===== src/rtl/mod_counter.sv =====
`default_nettype none
// ============================================================================
// Module      : mod_counter
// Description : Modulo-MODULUS up/down counter with synchronous clear and
//               clamped load, optional saturation at the range ends (SAT),
//               one-cycle carry/borrow pulses and an optional sticky
//               range-event flag.
//               Optional feature macro: MOD_COUNTER_STICKY_OVF_EN
//                 defined   -> ovf is a sticky register set by carry/borrow
//                 undefined -> ovf is tied to 0 (port list unchanged)
// Revision    : 1.0 - initial release
// ============================================================================
module mod_counter #(
    parameter int N       = 4,   // counter width in bits (N >= 1)
    parameter int MODULUS = 8,   // count range 0..MODULUS-1 (2 <= MODULUS <= 2^N)
    parameter int SAT     = 0    // 0 = wrap at range ends, 1 = saturate
) (
    input  logic         clk,
    input  logic         reset,       // asynchronous, active-low
    input  logic         clr,
    input  logic         load,
    input  logic [N-1:0] data,
    input  logic         count_up,
    input  logic         count_down,
    output logic [N-1:0] value,
    output logic         zero,
    output logic         max,
    output logic         msb,
    output logic         carry,
    output logic         borrow,
    output logic         ovf
);

    // Range limit held at N+1 bits so MODULUS = 2^N is representable.
    localparam logic [N:0]   LIMIT    = (N+1)'(MODULUS);
    localparam logic [N-1:0] LAST_VAL = N'(MODULUS - 1);

    logic [N:0]   inc_ext;      // value + 1, with carry-out bit
    logic [N:0]   dec_ext;      // value - 1, top bit flags underflow
    logic [N-1:0] load_val;     // data clamped into range
    logic         up_only;
    logic         down_only;
    logic [N-1:0] value_nxt;
    logic         carry_nxt;
    logic         borrow_nxt;

    assign inc_ext   = {1'b0, value} + (N+1)'(1);
    assign dec_ext   = {1'b0, value} - (N+1)'(1);
    assign load_val  = ({1'b0, data} < LIMIT) ? data : LAST_VAL;
    assign up_only   = count_up & ~count_down;
    assign down_only = count_down & ~count_up;

    // Next-state selection: clr beats load, load beats counting.
    always_comb begin
        value_nxt  = value;
        carry_nxt  = 1'b0;
        borrow_nxt = 1'b0;
        if (clr) begin
            value_nxt = '0;
        end else if (load) begin
            value_nxt = load_val;
        end else if (up_only) begin
            if (inc_ext == LIMIT) begin
                // Top of range: wrap to 0 or hold, and flag it either way.
                carry_nxt = 1'b1;
                value_nxt = (SAT != 0) ? value : '0;
            end else begin
                value_nxt = inc_ext[N-1:0];
            end
        end else if (down_only) begin
            if (dec_ext[N]) begin
                // Bottom of range (0 - 1 underflowed): wrap or hold.
                borrow_nxt = 1'b1;
                value_nxt  = (SAT != 0) ? value : LAST_VAL;
            end else begin
                value_nxt = dec_ext[N-1:0];
            end
        end
    end

    // Count register plus the one-cycle carry/borrow pulses.
    always_ff @(posedge clk or negedge reset) begin
        if (!reset) begin
            value  <= '0;
            carry  <= 1'b0;
            borrow <= 1'b0;
        end else begin
            value  <= value_nxt;
            carry  <= carry_nxt;
            borrow <= borrow_nxt;
        end
    end

`ifdef MOD_COUNTER_STICKY_OVF_EN
    logic ovf_q;

    // Sticky flag: picks up a pulse one cycle after it appears; only clr
    // or reset clear it, a load leaves it alone.
    always_ff @(posedge clk or negedge reset) begin
        if (!reset) begin
            ovf_q <= 1'b0;
        end else if (clr) begin
            ovf_q <= 1'b0;
        end else begin
            ovf_q <= ovf_q | carry | borrow;
        end
    end

    assign ovf = ovf_q;
`else
    assign ovf = 1'b0;
`endif

    // Status decodes straight from the registered count.
    assign zero = (value == '0);
    assign max  = (value == LAST_VAL);
    assign msb  = value[N-1];

endmodule
`default_nettype wire


===== config.mk =====
export PLATFORM = sky130hd
export DESIGN_NAME = mod_counter
export DESIGN_NICKNAME = d
export VERILOG_FILES = /design/src/rtl/mod_counter.sv
export SDC_FILE = /design/constraint.sdc
export NUM_CORES = 1
export LEC_CHECK = 0
export CAP_MARGIN = 10
export CORE_AREA = 4 4 41 43
export DETAILED_ROUTE_END_ITERATION = 7
export DIE_AREA = 0 0 45 47
export HOLD_SLACK_MARGIN = 0.05
export PLACE_DENSITY = 0.66
export REMOVE_ABC_BUFFERS = 1
export SYNTH_ARGS = -nofsm -noshare
export SYNTH_HDL_FRONTEND = slang
export SYNTH_SLANG_ARGS = --single-unit

===== constraint.sdc =====
create_clock -name clk -period 3.68 [get_ports clk]
set_input_delay 0.552 -clock clk [delete_from_list [all_inputs] [get_ports clk]]
set_output_delay 0.552 -clock clk [all_outputs]
set_load 0.1 [all_outputs]

* Word level (Yosys, flattened, before mapping) *
Index checks and enable logic that the tools add are counted.

storage, ports and cells
  flip-flop bits (word level) = 6
  input port bits = 10
  output and inout port bits = 10
  logic and storage cells = 30

cells by class
  add/subtract/negate cells = 2
  order comparisons = 1
  eq/ne operators = 2
  muxes and demuxes = 16
  bitwise gates (word level) = 4
  reductions and logical operators = 2

operators with widths
  cell                   number
  $mux W4                7
  $mux W1                9
  $add A4 B1 Y5 const B  1
  $eq A5 B4 Y1 const B   1
  $sub A4 B1 Y5 const B  1
  $eq A4 B3 Y1 const B   1
  $logic_not A4 Y1       1
  $lt A4 B4 Y1 const B   1
  $reduce_bool A4 Y1     1
  $and A1 B1 Y1          2
  $not A1 Y1             2

* Longest topological paths before layout *
Gate-level depths: netlist of the first run.

  depth after elaboration = 6
  gate-level depth with buffers = 6
  gate-level depth less buffers = 6

* Least setup slack after synthesis of the first run *
Ideal clock, no wire load.

  kind = reg-to-output
  start point = register value[0]
  end point = output max
  arrival = 1846 ps
  required time = 3128 ps
  path slack = 1282 ps
  cell stages (with the launch flop) = 3
  path buffers = 0
  cells stage by stage = dfrtp_1 -> ha_1 -> and3b_2

on the way
  cells in the longest elaborated chain, start to end = 1

ends and longest elaborated chain
  element                 RTL line  RTL
  from (decl)             25        output logic [N-1:0] value,
  from (signal assigned)  88        value <= value_nxt;
  $eq A4 B3 Y1            116       assign max = (value == LAST_VAL);
  to (decl)               27        output logic max,

Every way passes these cells.

* Worst setup path after layout of the first run *
  start point = register value[3]
  end point = output msb

RTL lines
  element    RTL line  RTL
  to (decl)  28        output logic msb,

No word-level cell between the ends.

==> results of run 1 <==
how the worst max path moves through the flow:
stage          startpoint        to  slack, ps  cells past startpoint
3_5_place_dp     value[3]       msb       1440                      1
3_3_place_gp     value[3]  value[3]       1440                      1
4_1_cts          value[3]       msb       1180                      1
2_1_floorplan    value[3]       max       1000                      1
6_report         value[3]       msb       1180                      1
5_1_grt          value[3]  value[3]       1100                      1
kinds of logic (layout without fill, tap and decap cells):
kind of cell	after synthesis	in the layout
AO/OA/AOI/OAI	12	12
adder cells (fa/ha/maj)	5	5
buffers and inverters	6	25
flip-flops	6	6
multiplexers	3	3
other	1	1
AND/OR/NAND/NOR	22	22
metal layers:
metal	vias up	part of all wire [%]	GRT usage (%)
li1	236	-	-
met1	194	47	13.7
met2	13	46	19.8
met3	0	6.5	4.98
met4	0	0	3.51
met5	-	0	0
power by group:
group | leakage [nW] | switching [mW] | internal [mW]
combinational | 0.210 | 0.0740 | 0.0371
sequential | 0.0797 | 0.00819 | 0.0699
clock | 0.0138 | 0.0225 | 0.0368
total | 0.303 | 0.105 | 0.144
sequential cells by signal, indices dropped and copies added, names as in the netlist:
name	count
carry	1
borrow	1
value	4
cells in the final DEF (no fill, tap or decap):
cell type | Yosys | final
ha_1 | 5 | 5
nor3_1 | 2 | 2
a32oi_1 | 1 | 1
nor4b_1 | 1 | 1
inv_1 | 4 | 4
nand4_1 | 1 | 1
nand3_1 | 1 | 1
and2_2 | 1 | 1
o21a_1 | 2 | 2
o21bai_1 | 1 | 1
o22ai_1 | 1 | 1
a21oi_1 | 2 | 2
buf_4 | 2 | 2
dfrtp_1 | 6 | 6
conb_1 | 1 | 1
mux2i_1 | 2 | 2
clkbuf_4 | 0 | 3
nor2b_1 | 2 | 2
a2111o_1 | 1 | 1
clkdlybuf4s50_1 | 0 | 16
and3b_2 | 1 | 1
a31oi_1 | 1 | 1
nand2b_1 | 2 | 2
mux2_2 | 1 | 1
and3_1 | 1 | 1
nor2_2 | 1 | 1
nor2_1 | 6 | 6
o21ai_0 | 3 | 3
nand3b_1 | 3 | 3
worst register-to-register path: stages, from the launching register on:
cell and delay, ps:
dfrtp_1 470, inv_1 100, ha_1 300, nor2b_1 50, a2111o_1 370, a31oi_1 160
final cells by class:
class	count	area share, %
multi-input combinational	43	44.6
sequential	6	21.8
timing repair buffer	18	25.4
clock buffer	3	3.27
tap	15	2.72
inverter	4	2.18
==> results.md, run 1 <==
* Vias per inst at 4.98
* Syn-to-layout area delta at 41.3%
* Synth area leaders: dfrtp_1 31%, ha_1 13%, nand3b_1 4.6%, nor2_1 4.6%, mux2i_1 4.1%
* Die Y at 47 µm
* PwrDens at 360 mW/mm²
* Worst Slack Setup Final at 1180 ps
* Utilization after layout at 53.0%
* Outcome: complete, no violations
* Worst R2R Start: value[0]
* Fmax at 401 MHz
* Setup fix buffers added after clock tree synthesis at 0
* Worst-case vdd ir drop at 0.297 mV
* Critical-path cell list: clkdlybuf4s50_1
* Register area share after synthesis at 30.8%
* RSZ-0062 raised after global routing: false
* Hold buffer count at CTS at 0
* Worst EP arrival at 1940 ps
* Port bufs at 18
* Multi-input logic area at 308 µm²
* Root buffer cell: clkbuf_4
* Synth top cells by count: 6 x dfrtp_1, 6 x nor2_1, 5 x ha_1, 4 x inv_1
* Number of flops mapped to enable cells by yosys at 0
* WL final at 1050 µm
* Mux cell area share after synthesis at 6.41%
* Final ANT Viol Nets at 0
* Largest family of logic cells by synthesized area: simple AND/OR/NAND/NOR gates
* Dpl hpwl at 837 µm
* Antenna diode count at 0
* Vias at 443
* Initial antenna violation count at 0
* Largest delay share family, worst path: buffers and inverters
* Placer congestion estimate at 0.709
* H-Tree Depth at 1
* Drt first-iter violations at 17
* Final nets at 91
* Post-synth top flop: dfrtp_1
* Worst skew pair latency at 240 ps
* Final hold violation count at 0
* Syn avg cell area at 8.87 µm²
* Overflow after GRT at 0
* DIE WIDTH at 45 µm
* WS Path Type: flop to output port
* Synth area leader: dfrtp_1
* Fin crit share at 67.8%
* Clk pin slew, worst setup/hold paths at 50 ps
* TritonCTS clock tree: yes
* Global-route wire length before repair at 1770 µm
* Register area at 150 µm²
* Slowest-stage cell, CP: clkdlybuf4s50_1
* Final Setup Violations at 0
* Max cap viols at 0
* Worst hold path type: input pin to asynchronous set/reset pin
* Slowest stage delay, CP at 1190 ps
* Overall Power at 248 µW
* Core ar. at 0.00130 mm²
* Worst path required time at 3130 ps
* Layout Cells excl Fill at 89
* DR pass1 iterations at 4
* Clk sink count at 6
* Global Route Usage Sum at 11.8%
* Clock skew at 9.70 ps
* Cell area after layout at 689 µm²
* Reg2reg path depth at 5
* XOR/XNOR share of the synthesized area at 0%
* Syn Inst Count at 55
* Simple-Gate Fraction of Synth Area at 26.7%
* Post-placement cell area at 667 µm²
* DRC viols at 0
* Final Max Slew Viols at 0
* Relative slew margins at 35.3%
* Startpoint Class: flop
* Leak Pwr at 0.303 nW
* # fillers at 137
* Max Root-Sink Buffers at 2
* Minimum clock period at 2500 ps
* CP bufs+invs at 1
* Worst Hold Slack at 542 ps
* Ys async rst share at 100%
* Worst Max-Slew Pin Slew at 967 ps
* Synth Cell Area at 488 µm²
* Routed len/inst at 11.8 µm
* Post-synthesis compound-gate area fraction at 16.4%
* CTS buffer count at 3
* Initial core utilization at 37.5%
* Reg2reg setup slack at 2130 ps
* CTS resizes at 0
* Vias in the first global route at 413
* Post-Place Setup Slack at 1440 ps
* TNS Setup at 0 ps
* Adder-cell share of the synthesized area at 12.8%
* FF+latch count, synth at 6
* Rows at 13
* Pin count of the biggest net entering global routing at 12
* Die Area at 0.00212 mm²
* Crit path capture type: output port
* Synthesis warning total at 0
* Synth top area share at 30.8%
* Top Ports at 20
* Largest fanout on the critical path at 11
* Worst r2r dst: value[1]
* Layout cell share with drive strength beyond 1 at 12.2%
* Synth cell types at 27
* Placed Cells at 86
Power figures use the tool's default switching activity.
==> run 2: changes to the inputs <==
clock period = 2.3 ns   (was 3.68 ns; I/O delays follow)
==> run 2 against run 1 <==
Compared with the run above: sequential power rose by 60%; via count grew 1.8%; clock skew shrank 1.2 ps; flip-flop and latch count unchanged; largest power group unchanged; power rose by 63%; worst setup slack worse by 650 ps; core utilization increased by 0.58 points; clock-buffer cell count unchanged; sequential share of layout area is 0.23 points lower; wire length fell by 3.9%.
==> results.md, run 2 (same netlist as run 1, synthesis figures left out) <==
* Outcome: complete, no violations
* Initial core utilization at 37.5%
* WL final at 1010 µm
* Crit path capture type: flop
* Routed len/inst at 11.3 µm
* Vias per inst at 5.07
* Placer congestion estimate at 0.704
* Clk pin slew, worst setup/hold paths at 50 ps
* Final ANT Viol Nets at 0
* CTS buffer count at 3
* Worst skew pair latency at 250 ps
* Reg power frac at 30.9%
* Fin crit share at 77.0%
* Minimum clock period at 1770 ps
* TritonCTS clock tree: yes
* Internal power at 235 µW
* Reg2reg path depth at 6
* WS Path Type: input pin to flop
* Vias in the first global route at 405
* Vias at 451
* Overall Power at 404 µW
* Clock skew at 8.47 ps
* Slowest stage delay, CP at 490 ps
* # fillers at 134
* Hold buffer count at CTS at 0
* CTS resizes at 0
* Die Area at 0.00212 mm²
* Commonest non-fill, non-tap cell in the layout: clkdlybuf4s50_1
* Top reg by flops: value
* Top Ports at 20
* Psw at 169 µW
* Die Y at 47 µm
* Most frequent cells in the layout: 9 x clkdlybuf4s50_1, 7 x buf_4, 6 x nor2_1, 6 x dfrtp_1, 5 x ha_1
* Max reg flops at 4
* Final nets at 91
* Worst hold path type: input pin to asynchronous set/reset pin
* Global-route wire length before repair at 1700 µm
* Final Setup Violations at 0
* Pin count of the biggest net entering global routing at 12
* Core ar. at 0.00130 mm²
* Utilization after layout at 53.6%
* Layout cell share with drive strength beyond 1 at 21.6%
* Largest registers: value x4, borrow x1, carry x1
* DR pass1 iterations at 4
* Fmax at 565 MHz
* Syn-to-layout area delta at 42.8%
* Global Route Usage Sum at 11.6%
* Critical-path cell list: clkdlybuf4s50_1 -> inv_1 -> ha_1 -> nand2b_1 -> mux2_2 -> o21ai_0 -> nor2_1
* Final hold violation count at 0
* Leak Pwr at 0.322 nW
* Worst Hold Slack at 337 ps
* DRC viols at 0
* Largest fanout on the critical path at 8
* Slowest-stage cell, CP: clkdlybuf4s50_1
* Overflow after GRT at 0
* H-Tree Depth at 1
* Clk sink count at 6
* Initial antenna violation count at 0
* Drt first-iter violations at 6
* Post-placement cell area at 674 µm²
* Clock power frac at 23.5%
* Max Root-Sink Buffers at 2
* Reg2reg setup slack at 740 ps
* DIE WIDTH at 45 µm
* Worst r2r dst: value[3]
* Final Max Slew Viols at 0
* Cell area after layout at 697 µm²
* Worst R2R Start: value[0]
* Rows at 13
* Max cap viols at 0
* RSZ-0062 raised after global routing: false
* Setup fix buffers added after clock tree synthesis at 0
* Antenna diode count at 0
* Root buffer cell: clkbuf_4
* Comb power frac at 45.6%
* PwrDens at 579 mW/mm²
* Startpoint Class: input pin
* Sw Share at 41.7%
* Worst-case vdd ir drop at 0.347 mV
* Port bufs at 18
* Worst EP arrival at 1900 ps
* Worst path required time at 2430 ps
[run 2: changes by cell type in the layout (fill, tap and decap cells not counted), sizes merged]
cell / change
buf: +7
clkdlybuf4s50: -7
[run 2: layer usage]
layer | wire length (µm) | global-route usage [%] | vias up
li1 | - | - | 235
met1 | 435 | 14.1 | 196
met2 | 469 | 17.2 | 18
met5 | 0 | 0 | -
met4 | 18 | 5.26 | 0
met3 | 85 | 5.75 | 2
[run 2: critical path, delay by kind of cell]
family / cells / cell delay [ps]
AO/OA/AOI/OAI: 1 / 160
adder cells (fa/ha/maj): 1 / 370
buffers and inverters: 2 / 540
multiplexers: 1 / 260
AND/OR/NAND/NOR: 2 / 240
[run 2: worst max path at each step]
| stage | to | depth (start not counted) | startpoint |
|---|---|---|---|
| floorplan | max | 1 | value[3] |
| global placement | value[3] | 7 | count_up |
| detailed placement | value[3] | 7 | count_up |
| CTS | value[3] | 7 | count_up |
| global route | value[3] | 7 | count_down |
| finish | value[3] | 7 | count_up |
[run 2: stage by stage]
stage | instances | setup slack, ps | setup TNS (ps)
final | 89 | 529 | 0
after global routing | 89 | 399 | 0
after CTS | 89 | 523 | 0
after detailed placement | 86 | 254 | 0
after global placement | 86 | 336 | 0
after floorplan | 53 | -171 | -306
[run 2: power by group through the flow]
stage                     registers [mW]  clock network [mW]  logic, mW
final                              0.125              0.0951      0.184
after global placement             0.128                   0      0.184
after detailed placement           0.126                   0      0.185
after floorplan                    0.172                   0     0.0829
after global routing               0.127               0.108      0.197
after CTS                          0.125              0.0996      0.186
[run 2: final cells by class]
cell class / count / area (µm²) / area share (%)
Tap cell: 15 / 18.8 / 2.69
Clock buffer: 3 / 22.5 / 3.23
Timing Repair Buffer: 18 / 183 / 26.2
Inverter: 4 / 15.0 / 2.15
Multi-Input combinational cell: 43 / 308 / 44.2
Sequential cell: 6 / 150 / 21.5
